==> config.mk <==
export PLATFORM = sky130hd
export DESIGN_NAME = operand_fetch_seq
export DESIGN_NICKNAME = d
export VERILOG_FILES = /design/src/rtl/operand_fetch_seq_pkg.sv /design/src/rtl/operand_fetch_seq_byte_lane_sel.sv /design/src/rtl/operand_fetch_seq.sv
export SDC_FILE = /design/constraint.sdc
export NUM_CORES = 1
export LEC_CHECK = 0
export CAP_MARGIN = 30
export CORE_MARGIN = 2
export CORE_UTILIZATION = 28
export CTS_BUF_LIST = sky130_fd_sc_hd__clkbuf_8 sky130_fd_sc_hd__clkbuf_16
export DETAILED_ROUTE_END_ITERATION = 8
export HOLD_SLACK_MARGIN = 0.15
export PLACE_DENSITY = 0.56
export SLEW_MARGIN = 10
export SYNTH_ARGS = -nofsm -noshare
export SYNTH_HDL_FRONTEND = slang
export SYNTH_SLANG_ARGS = --single-unit
==> constraint.sdc <==
create_clock -name clk -period 2.8 [get_ports clk]
set_input_delay 0.28 -clock clk [delete_from_list [all_inputs] [get_ports clk]]
set_output_delay 0.28 -clock clk [all_outputs]
set_load 0.05 [all_outputs]
==> src/rtl/operand_fetch_seq_pkg.sv <==
// Shared constants for the operand fetch sequencer: FSM encodings, operand size, byte lanes.
package operand_fetch_seq_pkg;

  localparam int MAXB = 4;
  localparam int OPW  = 8 * MAXB;

  localparam int          STW       = 2;
  localparam logic [1:0]  OFS_IDLE  = 2'd0;
  localparam logic [1:0]  OFS_FETCH = 2'd1;
  localparam logic [1:0]  OFS_DONE  = 2'd2;

  // Halfword lanes: the even byte sits in the low lane, the odd byte in the high lane.
  localparam int LANE_EVEN_LSB = 0;
  localparam int LANE_ODD_LSB  = 8;

  function automatic logic [2:0] clamp_count(input logic [2:0] n);
    return (n > 3'(MAXB)) ? 3'(MAXB) : n;
  endfunction

endpackage

==> src/rtl/operand_fetch_seq_byte_lane_sel.sv <==
// Picks the operand byte(s) a halfword read contributes, given byte parity and bytes remaining.
module byte_lane_sel
  import operand_fetch_seq_pkg::*;
(
  input  logic [15:0] mem_rdata,
  input  logic        odd,
  input  logic [2:0]  remaining,
  output logic [7:0]  byte0,
  output logic [7:0]  byte1,
  output logic [1:0]  nbytes
);

  always_comb begin
    byte0  = '0;
    byte1  = '0;
    nbytes = 2'd1;
    if (odd) begin
      byte0 = mem_rdata[LANE_ODD_LSB +: 8];
    end else begin
      byte0 = mem_rdata[LANE_EVEN_LSB +: 8];
      byte1 = mem_rdata[LANE_ODD_LSB +: 8];
      if (remaining >= 3'd2) nbytes = 2'd2;
    end
  end

endmodule

==> src/rtl/operand_fetch_seq.sv <==
// Operand fetch sequencer: reads 0-4 big-endian operand bytes over a halfword port.
// Optional build macro OPERAND_SIGN_EXT_EN enables sign extension of 1-3 byte operands.
module operand_fetch_seq
  import operand_fetch_seq_pkg::*;
#(
  parameter int PCW = 16
) (
  input  logic             clk,
  input  logic             rst,
  input  logic             start,
  input  logic [PCW-1:0]   start_pc,
  input  logic [2:0]       param_count,
  input  logic             sign,
  output logic             busy,
  output logic             mem_req,
  output logic [PCW-2:0]   mem_addr,
  input  logic             mem_ack,
  input  logic [15:0]      mem_rdata,
  output logic             param_even,
  output logic [7:0]       parameter_number,
  output logic [OPW-1:0]   operand,
  output logic             operand_valid,
  output logic [PCW-1:0]   next_pc,
  output logic [STW-1:0]   fsm_state
);

  // Handshake: mem_req stays high with a stable mem_addr until the cycle mem_ack is
  // sampled high; that cycle's mem_rdata is consumed and the next address (if any)
  // appears on the following cycle.

  logic [STW-1:0] state;
  logic [PCW-1:0] cur_byte;
  logic [PCW-1:0] end_pc;
  logic [2:0]     remaining;
  logic [2:0]     count_q;
  logic           sign_q;
  logic           pos_valid;
  logic [OPW-1:0] acc;

  logic [7:0]     byte0;
  logic [7:0]     byte1;
  logic [1:0]     nbytes;
  logic [OPW-1:0] acc_next;
  logic [2:0]     rem_next;
  logic [2:0]     eff_count;
  logic [PCW-1:0] start_end;

  byte_lane_sel u_lane (
    .mem_rdata (mem_rdata),
    .odd       (cur_byte[0]),
    .remaining (remaining),
    .byte0     (byte0),
    .byte1     (byte1),
    .nbytes    (nbytes)
  );

  assign eff_count = clamp_count(param_count);
  assign start_end = start_pc + PCW'(eff_count);
  assign rem_next  = remaining - {1'b0, nbytes};
  assign acc_next  = (nbytes == 2'd2) ? {acc[OPW-17:0], byte0, byte1}
                                      : {acc[OPW-9:0], byte0};

  function automatic logic [OPW-1:0] finish_operand(input logic [OPW-1:0] v);
`ifdef OPERAND_SIGN_EXT_EN
    logic [OPW-1:0] r;
    r = v;
    if (sign_q) begin
      case (count_q)
        3'd1:    r = {{24{v[7]}},  v[7:0]};
        3'd2:    r = {{16{v[15]}}, v[15:0]};
        3'd3:    r = {{8{v[23]}},  v[23:0]};
        default: r = v;
      endcase
    end
    return r;
`else
    return v;
`endif
  endfunction

`ifndef OPERAND_SIGN_EXT_EN
  logic unused_sign_cfg;
  assign unused_sign_cfg = ^{sign_q, count_q};
`endif

  always_ff @(posedge clk) begin
    if (rst) begin
      state            <= OFS_IDLE;
      cur_byte         <= '0;
      end_pc           <= '0;
      remaining        <= '0;
      count_q          <= '0;
      sign_q           <= 1'b0;
      pos_valid        <= 1'b0;
      acc              <= '0;
      parameter_number <= '0;
      operand          <= '0;
      next_pc          <= '0;
    end else begin
      case (state)
        OFS_IDLE: begin
          if (start) begin
            cur_byte         <= start_pc;
            count_q          <= eff_count;
            sign_q           <= sign;
            remaining        <= eff_count;
            pos_valid        <= 1'b1;
            acc              <= '0;
            parameter_number <= '0;
            end_pc           <= start_end;
            if (eff_count == 3'd0) begin
              state   <= OFS_DONE;
              operand <= '0;
              next_pc <= start_end;
            end else begin
              state <= OFS_FETCH;
            end
          end
        end
        OFS_FETCH: begin
          if (mem_ack) begin
            acc              <= acc_next;
            cur_byte         <= cur_byte + PCW'(nbytes);
            remaining        <= rem_next;
            parameter_number <= parameter_number + {6'd0, nbytes};
            if (rem_next == 3'd0) begin
              state   <= OFS_DONE;
              operand <= finish_operand(acc_next);
              next_pc <= end_pc;
            end
          end
        end
        OFS_DONE: state <= OFS_IDLE;
        default:  state <= OFS_IDLE;
      endcase
    end
  end

  // param_even is masked until the first start so every output reads 0 out of reset.
  assign busy          = (state != OFS_IDLE);
  assign mem_req       = (state == OFS_FETCH);
  assign mem_addr      = cur_byte[PCW-1:1];
  assign param_even    = pos_valid & ~cur_byte[0];
  assign operand_valid = (state == OFS_DONE);
  assign fsm_state     = state;

endmodule

==> impl_metrics.csv <==
group,metric,value,unit
outcome,status,"complete, no violations",
cts,htree_levels,4,
logic_synthesis,synth_area,0.00566,mm^2
grt,grt_util_all_layers,0.168,
logic_synthesis,synth_top_area_frac,0.417,
floorplanning,start_util,0.283,
cts,cts-buffers-inserted,17,
cells_and_area,fillCellCount,2125,
logic_synthesis,async_flop_share,0,
place,portBuffers,115,
worst_setup_path,reg2reg_depth,8,
worst_setup_path,crit_path_end,"next_pc[14]$_SDFFE_PP0P_",
routing,drc,0,
worst_setup_path,startpoint_type,"register",
timing,finalSetupTns,0,ns
grt,antenna_found_initial,0,
cells_and_area,drive_above_1_share,0.0802,
cells_and_area,n_antenna_cell,0,
timing,max_slew.worst_pin.slew,0.835,ns
grt,grt_pass1_wl,28800,um
grt,grt_max_degree,56,
logic_synthesis,synth_seq_area_share,0.417,
timing,relSlewSlack,0.440,
floorplanning,ios,117,
cts,clockBufferDepth,2,
timing,setup_viol,0,
pwr,pwr-share-seq,0.358,
worst_setup_path,r2r_end,"next_pc[14]$_SDFFE_PP0P_",
cts,cts_sinks,118,
worst_setup_path,worst-path-max-fanout,4,
worst_setup_path,endpoint_kind,"register",
timing,period_needed,2.65,ns
pwr,leakagePower,2.67,nW
worst_setup_path,crit_type,"reg -> reg",
place,place.gp.congestion,0.824,
floorplanning,die_area,0.0214,mm^2
cells_and_area,final_cells,1155,
timing,hold_viol,0,
logic_synthesis,yosys.area.top_type,"dfxtp_1",
cells_and_area,postLayoutCoreUtil,0.387,
pwr,power_frac_comb,0.225,
hold_path,hp-class,"in -> reg",
cts,cts_root_buf,"clkbuf_16",
cells_and_area,nNetsFinal,923,
logic_synthesis,synth.area.top_cells,"dfxtp_1 (42%), nand2_1 (15%), a21oi_1 (11%)",
pwr,power_frac_clock,0.417,
logic_synthesis,ys_warn_count,0,
logic_synthesis,synth.avg_cell_area,7.34,um^2
routing,routed_wl,18100,um
timing,worst_slack,0.151,ns
logic_synthesis,synthFlopType,"dfxtp_1",
routing,ant_nets,0,
worst_setup_path,r2r_slack,0.15,ns
pwr,powerDensity,669,mW/mm^2
floorplanning,die_width,146,um
cts,clk_pin_slew,0.05,ns
place,hpwl,12000,um
logic_synthesis,synth_fp_nets,821,
routing,num_vias,5716,
timing,drv_slew,0,
place,dp_slack,0.140,ns
pwr,power.switching,1.63,mW
flow_run,max_cap_viol_count,0,
logic_synthesis,synth_edf_count,0,
routing,first_pass_iters,5,
grt,grt_overflow,0,
logic_synthesis,synth_cell_types,49,
routing,wl_per_cell,15.7,um
timing,timing.hold.ws,0.263,ns
logic_synthesis,netlist_instances,771,
place,dpl_cell_area,0.00718,mm^2
timing,rsz0062_at_grt,"no",
timing,finalClockSkew,0.00722,ns
pwr,p_total,5.19,mW
place,placedCellCount,1124,
timing,max_freq,378,MHz
routing,drtIter0Drc,399,
floorplanning,die_y,146,um
cts,cts_tree,"yes",
floorplanning,coreArea,0.0200,mm^2
cells_and_area,final_cell_area,0.00776,mm^2
worst_setup_path,cp.required,3.13,ns
routing,vias_per_cell,4.95,
logic_synthesis,ys_ff_latch,118,
worst_setup_path,r2r_start,"cur_byte[0]$_SDFFE_PP0P_",
worst_setup_path,cp.arrival,2.98,ns
worst_setup_path,startpoint,"cur_byte[0]$_SDFFE_PP0P_",
cells_and_area,syn2layout_area_growth,37.1,%
timing,period_share,0.946,
pwr,internal-power,3.56,mW
pwr,swShare,0.315,
pwr,peakVddDrop,461,uV
cts,clock_latency,0.42,ns
grt,grt_pass1_vias,5419,
floorplanning,row_count,52,
synth_stat cells (all sizes together) (7+ instances only):
cell / instances
a211oi: 12
a21oi: 129
and3: 7
buf: 15
clkbuf: 42
dfxtp: 118
ha: 7
inv: 7
nand2: 227
nand3: 13
nand4: 11
nor2: 59
nor2b: 7
nor3: 13
o21ai: 12
o221ai: 10
xor2: 17
kinds of logic after synthesis:
logic type,synth area share
and+or+nand+nor,0.266
AOI/OAI and AO/OA,0.206
DFF,0.417
buffers and inverters,0.0451
xor gates and xnor gates,0.0356
adders and majority gates,0.0261
muxes,0.00398
cell usage in the layout (no fill, tap or decap), types with 4 or more instances in the layout:
cell | netlist | final
clkdlybuf4s50_1 | 0 | 113
nand3_1 | 13 | 13
nand4_1 | 11 | 11
nand2_1 | 227 | 227
nand3b_1 | 4 | 4
inv_1 | 6 | 8
nor3_1 | 13 | 12
a21oi_1 | 129 | 128
a311oi_1 | 4 | 4
a211oi_1 | 12 | 12
nor2b_1 | 7 | 7
xnor2_1 | 6 | 6
ha_1 | 7 | 7
o221ai_1 | 10 | 10
a21o_1 | 4 | 4
o32ai_1 | 4 | 4
dfxtp_1 | 118 | 117
and3_1 | 7 | 7
o21ai_0 | 12 | 12
nor2_1 | 59 | 59
clkbuf_8 | 0 | 4
buf_4 | 0 | 24
xor2_1 | 17 | 17
clkbuf_16 | 0 | 17
cell type report:
type	instances	area (um^2)	share of cell area
multi-input cells	588	3080	0.396
flip-flops and latches	118	2360	0.304
repair buffers	140	1370	0.177
clock buffers	21	480	0.0619
well taps	270	338	0.0435
clock inverters	10	105	0.0135
inverters	8	30.0	0.00387
routing by layer:
metal	vias up	routed length (um)	GRT usage
li1	2837	-	-
met1	2697	8510	0.222
met2	164	8280	0.267
met3	18	1050	0.0509
met4	0	269	0.0476
met5	-	0	0
flip-flops by register name, summed over array words and instances (netlist names):
register	count
remaining	3
fsm_state	2
operand	32
parameter_number	8
end_pc	16
pos_valid	1
next_pc	16
acc	24
cur_byte	16
critical path, stage by stage (launching register included):
cell and delay [ns]:
dfxtp_1 0.30, o21bai_4 0.18, ha_1 0.19, fa_1 0.50
and4_1 0.18, o22ai_1 0.13, or3_2 0.54, or3_1 0.38
o31ai_2 0.17
worst min path at each step:
stage                             from                   endpoint  slack, ns  cells past startpoint
2_1_floorplan                  mem_ack  cur_byte[13]$_SDFFE_PP0P_       0.39                      1
3_3_place_gp    end_pc[8]$_SDFFE_PP0P_     end_pc[8]$_SDFFE_PP0P_       0.44                      2
3_5_place_dp   next_pc[6]$_SDFFE_PP0P_    next_pc[6]$_SDFFE_PP0P_       0.44                      2
4_1_cts                            rst   cur_byte[6]$_SDFFE_PP0P_       0.23                      2
5_1_grt                            rst  fsm_state[1]$_SDFFE_PP0P_       0.25                      2
6_report                           rst  fsm_state[1]$_SDFFE_PP0P_       0.26                      2
timing repair:
item                       CTS  global route
setup buffers                0             0
setup endpoints to repair    0             1
hold buffers                 0             0
resized for setup            0             1
power groups by stage:
stage                     combinational [mW]  clock (mW)  sequential, mW
after global placement                  1.16           0            1.89
after floorplan                        0.573           0            2.06
after global routing                    1.27        2.30            1.87
final                                   1.17        2.17            1.86
after CTS                               1.17        2.23            1.86
after detailed placement                1.17           0            1.89
Note: power is estimated with default switching activity, not from simulation.
